--- src/rtl/sap_bus_arbiter_if.sv ---
// ---------------------------------------------------------------------------
// sap_bus_arbiter_if
// Purpose : bundles the bus-request and bus-enable signals that pass between
//           the control unit and the data-bus arbiter.
// Signals : req   [3:0]  bus requests, bit 0 = driver 1 ... bit 3 = driver 4
//           g     [3:0]  tri-state enables to buffer sections 1-4 (one-hot/zero)
//           gnt   [3:0]  grant copy of g for control-unit fan-out
//           owner [1:0]  encoded owner (0 = driver 1 ... 3 = driver 4), 0 idle
//           busy         high while any g bit is high
// Modports: master - arbiter side (drives enables, reads requests)
//           slave  - control-unit side (drives requests, reads enables)
// ---------------------------------------------------------------------------
interface sap_bus_arbiter_if;
  logic [3:0] req;
  logic [3:0] g;
  logic [3:0] gnt;
  logic [1:0] owner;
  logic       busy;

  modport master (input req, output g, output gnt, output owner, output busy);
  modport slave  (output req, input g, input gnt, input owner, input busy);
endinterface

--- src/rtl/sap_bus_arbiter.sv ---
// ---------------------------------------------------------------------------
// sap_bus_arbiter
// Purpose : round-robin owner selection for the shared tri-state data bus.
//           Produces one-hot-or-zero enables for the quad bus buffer, inserts
//           one idle turnaround cycle between owners and preempts an owner
//           that has held the bus for MAXHOLD cycles while others wait.
// Params  : MAXHOLD  cycles an owner may keep the bus under contention (1-255)
// Ports   : clk_i    system clock, rising edge
//           clr_n_i  asynchronous active-low clear
//           bus      sap_bus_arbiter_if.master (req in; g/gnt/owner/busy out)
// ---------------------------------------------------------------------------
module sap_bus_arbiter #(
  parameter int unsigned MAXHOLD = 8
) (
  input  logic              clk_i,
  input  logic              clr_n_i,
  sap_bus_arbiter_if.master bus
);

  typedef enum logic [1:0] {
    IDLE  = 2'd0,
    GRANT = 2'd1,
    TURN  = 2'd2
  } state_e;

  state_e     state_q, state_d;
  logic [3:0] g_q, g_d;
  logic [1:0] owner_q, owner_d;
  logic [1:0] ptr_q, ptr_d;
  logic [7:0] hold_q, hold_d;

  logic       winFound;
  logic [1:0] winIdx;
  logic [1:0] cand;
  logic       othersReq;
  logic       holdExpired;

  // Scan upward from the pointer; the 2-bit add provides the 4->1 wrap.
  always_comb begin
    winFound = 1'b0;
    winIdx   = ptr_q;
    cand     = ptr_q;
    for (int k = 0; k < 4; k++) begin
      cand = ptr_q + 2'(k);
      if (!winFound && bus.req[cand]) begin
        winFound = 1'b1;
        winIdx   = cand;
      end
    end
  end

  assign othersReq = |(bus.req & ~g_q);

  // hold_q counts edges already kept, so the edge that would complete the
  // MAXHOLD-th owned cycle is the one where hold_q + 1 reaches MAXHOLD.
  assign holdExpired = ({1'b0, hold_q} + 9'd1) >= 9'(MAXHOLD);

  always_comb begin
    state_d = state_q;
    g_d     = g_q;
    owner_d = owner_q;
    ptr_d   = ptr_q;
    hold_d  = hold_q;
    case (state_q)
      IDLE, TURN: begin
        if (winFound) begin
          state_d = GRANT;
          g_d     = 4'b0001 << winIdx;
          owner_d = winIdx;
          hold_d  = 8'd0;
          ptr_d   = winIdx + 2'd1;
        end else begin
          state_d = IDLE;
          g_d     = 4'b0000;
          owner_d = 2'd0;
        end
      end
      GRANT: begin
        // A release wins over a simultaneous preemption; both go to TURN.
        if (!bus.req[owner_q]) begin
          state_d = TURN;
          g_d     = 4'b0000;
          owner_d = 2'd0;
        end else begin
          hold_d = (hold_q == 8'hFF) ? hold_q : hold_q + 8'd1;
          if (holdExpired && othersReq) begin
            state_d = TURN;
            g_d     = 4'b0000;
            owner_d = 2'd0;
          end
        end
      end
      default: begin
        state_d = IDLE;
        g_d     = 4'b0000;
        owner_d = 2'd0;
      end
    endcase
  end

  always_ff @(posedge clk_i or negedge clr_n_i) begin
    if (!clr_n_i) begin
      state_q <= IDLE;
      g_q     <= 4'b0000;
      owner_q <= 2'd0;
      ptr_q   <= 2'd0;
      hold_q  <= 8'd0;
    end else begin
      state_q <= state_d;
      g_q     <= g_d;
      owner_q <= owner_d;
      ptr_q   <= ptr_d;
      hold_q  <= hold_d;
    end
  end

  assign bus.g     = g_q;
  assign bus.gnt   = g_q;
  assign bus.owner = owner_q;
  assign bus.busy  = |g_q;

endmodule
--- src/flat_wrapper.sv ---
// flat-port wrapper written by rule: the top's interface ports become plain ports
module sap_bus_arbiter_flat 
#(
  parameter int unsigned MAXHOLD = 8
)
  (clk_i, clr_n_i, bus_req, bus_g, bus_gnt, bus_owner, bus_busy);
  sap_bus_arbiter_if bus_i ();
  input  logic clk_i;
  input  logic clr_n_i;
  input wire logic [$bits(bus_i.req)-1:0] bus_req;
  output wire logic [$bits(bus_i.g)-1:0] bus_g;
  output wire logic [$bits(bus_i.gnt)-1:0] bus_gnt;
  output wire logic [$bits(bus_i.owner)-1:0] bus_owner;
  output wire logic [$bits(bus_i.busy)-1:0] bus_busy;
  assign bus_i.req = bus_req;
  assign bus_g = bus_i.g;
  assign bus_gnt = bus_i.gnt;
  assign bus_owner = bus_i.owner;
  assign bus_busy = bus_i.busy;
  sap_bus_arbiter #(.MAXHOLD(MAXHOLD)) u_core (.clk_i(clk_i), .clr_n_i(clr_n_i), .bus(bus_i));
endmodule
--- config.mk ---
export PLATFORM = sky130hd
export DESIGN_NAME = sap_bus_arbiter_flat
export DESIGN_NICKNAME = d
export VERILOG_FILES = /design/src/rtl/sap_bus_arbiter_if.sv /design/src/rtl/sap_bus_arbiter.sv /design/src/flat_wrapper.sv
export SDC_FILE = /design/constraint.sdc
export NUM_CORES = 1
export LEC_CHECK = 0
export CELL_PAD_IN_SITES_DETAIL_PLACEMENT = 1
export CELL_PAD_IN_SITES_GLOBAL_PLACEMENT = 1
export CORE_MARGIN = 8
export CORE_UTILIZATION = 46
export DETAILED_ROUTE_END_ITERATION = 7
export PLACE_DENSITY = 0.81
export SLEW_MARGIN = 5
export SYNTH_ARGS = -nofsm -noshare
export SYNTH_HDL_FRONTEND = slang
export SYNTH_SLANG_ARGS = --single-unit
--- constraint.sdc ---
create_clock -name clk_i -period 5.25 [get_ports clk_i]
set_input_delay 1.3125 -clock clk_i [delete_from_list [all_inputs] [get_ports clk_i]]
set_output_delay 1.3125 -clock clk_i [all_outputs]
set_load 0.005 [all_outputs]
==> implementation parameters <==
Parameter                              Value

Synthesis
  Post-Synthesis Cells    134
  Arithmetic-cell share of the synthesized area counting full adders, half adders and majority gates    4.583%
  Count of yosys warnings during synthesis    0
  Mapped Nets    145
  Cell types with the largest area share after synthesis    sky130_fd_sc_hd__dfrtp_1, sky130_fd_sc_hd__ha_1, sky130_fd_sc_hd__a2111oi_4
  Cell accounting for the most synthesized area    sky130_fd_sc_hd__dfrtp_1
  Async SR Flop Fraction    100.0%
  Largest family of logic cells by synthesized area    simple AND/OR/NAND/NOR gates
  Compound-gate portion of the synthesized area    24.75%
  Seq/Total Area, Yosys    about a third
  Commonest cells in the synthesized netlist    sky130_fd_sc_hd__dfrtp_1, sky130_fd_sc_hd__nand2_1, sky130_fd_sc_hd__inv_1
  Average size of a mapped cell    10.19 um^2
  Portion of synthesized cell area occupied by the leading cell type    33.00%
  Count of different cell masters after synthesis    52
  Count of flip-flops with a built-in enable after synthesis    0
  Synthesized-area fraction occupied by xor and xnor cells    0%
  Fraction of the mapped netlist area in simple logic gates    26.86%
  Most frequent cell after synthesis    sky130_fd_sc_hd__dfrtp_1
  Multiplexer share of the synthesized area    roughly 4.3%
  Number of storage elements in the synthesis netlist    18
  Dominant register cell in the synthesized netlist    sky130_fd_sc_hd__dfrtp_1
  Synth Cell Area    1365 um^2

Critical path
  CP Data Arrival Time    a little over 3000 ps
  Worst reg2reg endpoint    u_core.bus.g[2]
  Critical Path RT    roughly 5400 ps
  Register-to-register setup slack    ~3300 ps
  Highest fanout seen on the critical path    8
  WS Path Type    input pin to flip-flop
  Nature of the critical path startpoint    input pin
  Capturing element type of the critical path    flip-flop
  RR Startpoint    u_core.hold_q[0]
  Worst Reg2Reg Path Length in Cells    5

Drt
  Wire per inst    20.61 um
  Vias    about 1.1k
  Iteration-0 DRC Markers    50
  Mean number of vias per cell    6.348
  Total DRC errors in the routed layout    0
  Antenna Violating Nets Remaining    0
  Total Wirelength    3668 um
  Detailed Routing Iterations Pass 1    4

Clocking
  Number of levels in the clock H-tree    1
  Hold buffers post-CTS    0
  Clock sinks    18
  Post-CTS Setup Bufs    0
  Buffer depth of the longest clock path    2
  Clock Latency Late Sink    around 300 ps
  TritonCTS clock tree    built
  CTS resizes    0
  Number of CTS-inserted buffers    3
  Worst-path clk slew    110 ps
  Clock root buffer master    sky130_fd_sc_hd__clkbuf_4

Global routing
  Antenna violations before repair    0
  Wire length of the first global-routing pass    6189 um
  Remaining global-route overflow    0
  Vias in the first global route    1201
  Global Route Usage Sum    about 15%
  Maximum number of pins on one net before global-route repair    19

Power and ir drop
  IR Drop Worst-Case VDD    0.2952 mV
  Leakage dissipation    just under 0.0007 uW
  Areal power density over the cells    458.1 nW/um^2

Flow run
  Reported max-cap violation count    0

Final layout
  Final Core Density    55.69%
  Fraction of layout cells with a size suffix above 1    16.33%
  Number of nets in the final layout    159
  Area growth syn-to-layout    13.47%
  Count of inserted antenna diode cells    0
  Total of fill cells in the finished design    312

STA
  Maximum clock skew at final layout    6.030 ps
  Pin slew with the least headroom to its limit    836.8 ps
  Tightest slew margin relative to the limit    44.04%
  Worst slack on hold paths    585.6 ps
  Post-route clock period utilization    56.04%
  Final number of hold-violating endpoints    0
  Peak Freq    0.3399 GHz
  Final setup violation count    0
  Summed negative setup slack over all endpoints    0 ps
  RSZ-0062 raised after global routing    no
  Min cycle time layout    2942 ps
  Count of pins over their slew limit    0

Die
  Die extent in y    70.48 um
  I/O Pins    17
  Full die area    about 5000 um^2
  Starting density of the core    49.08%
  Site Rows    19
  X dimension of the die    70.48 um
  CORE AREA    2781 um^2

Hold path
  Path type of the worst min-delay path    flip-flop to flip-flop
  Worst hold path stage count    2
  Start point of the worst min-delay path    u_core.hold_q[1]
  Hold Crit Endpoint    u_core.hold_q[1]

Place
  Number of port buffers    16
  Half-perimeter wire length of the detailed placement result    2790 um
  Gp weighted congestion    0.7940

Run status
  Outcome    completed
worst max path at each step:
stage               startpoint                 to  slack [ps]  cells past startpoint
floorplan           bus_req[1]   u_core.hold_q[5]        2710                      5
global placement    bus_req[1]  u_core.state_q[1]        2040                      5
detailed placement  bus_req[3]    u_core.bus.g[2]        1990                      8
CTS                 bus_req[3]    u_core.bus.g[2]        2310                      8
global route        bus_req[3]    u_core.bus.g[2]        2160                      8
finish              bus_req[3]    u_core.bus.g[2]        2310                      8
through the flow:
| step | power [uW] | std cells | cell area (um^2) | worst slack [ps] |
|---|---|---|---|---|
| floorplan | 471.9 | 134 | 1365 | 2711 |
| global placement | 600.3 | 174 | 1513 | 2044 |
| detailed placement | 626.2 | 174 | 1513 | 1985 |
| CTS | 718.3 | 178 | 1549 | 2312 |
| global route | 766.8 | 178 | 1549 | 2161 |
| finish | 709.5 | 178 | 1549 | 2308 |
sequential cells by signal, summed over array words and instances, names as in the netlist:
register,cells
u_core.ptr_q,2
u_core.bus.owner,2
u_core.hold_q,8
u_core.state_q,2
u_core.bus.g,4
layout by cell type, fill, tap and decap left out, drive strengths merged, types with 2 or more instances in the layout:
cell / n
a2111oi: 2
a211o: 4
a21oi: 2
a221o: 2
and3: 2
and4: 5
clkbuf: 4
clkdlybuf4s50: 16
dfrtp: 18
ha: 5
inv: 10
mux2: 4
nand2: 14
nand3: 4
nand4: 3
nor2: 4
nor2b: 6
nor3: 6
nor3b: 5
o211ai: 3
o21ai: 3
o22ai: 2
o31ai: 6
cell type report:
cell class / count / area (um^2) / area share (%)
clock buffer: 4 / 36.28 / 2.342
inverter: 10 / 37.54 / 2.423
multi-input combinational: 99 / 825.8 / 53.31
sequential: 18 / 450.4 / 29.08
tap: 31 / 38.79 / 2.504
timing repair buffer: 16 / 160.2 / 10.34
power breakdown:
group / internal, uW / switching [uW] / leakage (uW)
clock: 42.3 / 47.0 / 0.0000210
sequential: 182 / 57.9 / 0.000237
combinational: 182 / 198 / 0.000435
per-layer routing:
metal / share of wire (%) / global-route usage [%]
met1: 46 / 19.21
met2: 50 / 25.45
met3: 2.8 / 3.955
met4: 1.0 / 3.125
met5: 0 / 0
cell families (layout without fill, tap and decap cells):
kind of cell,count (synthesis),count (layout)
simple gates,56,56
fa+ha+maj,5,5
compound gates,33,33
buf+inv,17,30
mux,5,5
flops,18,18
critical path: stages:
cell                              delay (ps)
sky130_fd_sc_hd__clkdlybuf4s50_1         650
sky130_fd_sc_hd__and2b_1                 220
sky130_fd_sc_hd__o21ai_0                 260
sky130_fd_sc_hd__o211a_1                 250
sky130_fd_sc_hd__inv_1                    70
sky130_fd_sc_hd__ha_1                    190
sky130_fd_sc_hd__nand2_1                  70
sky130_fd_sc_hd__o31ai_1                  80
(Power assumes the default switching activity.)
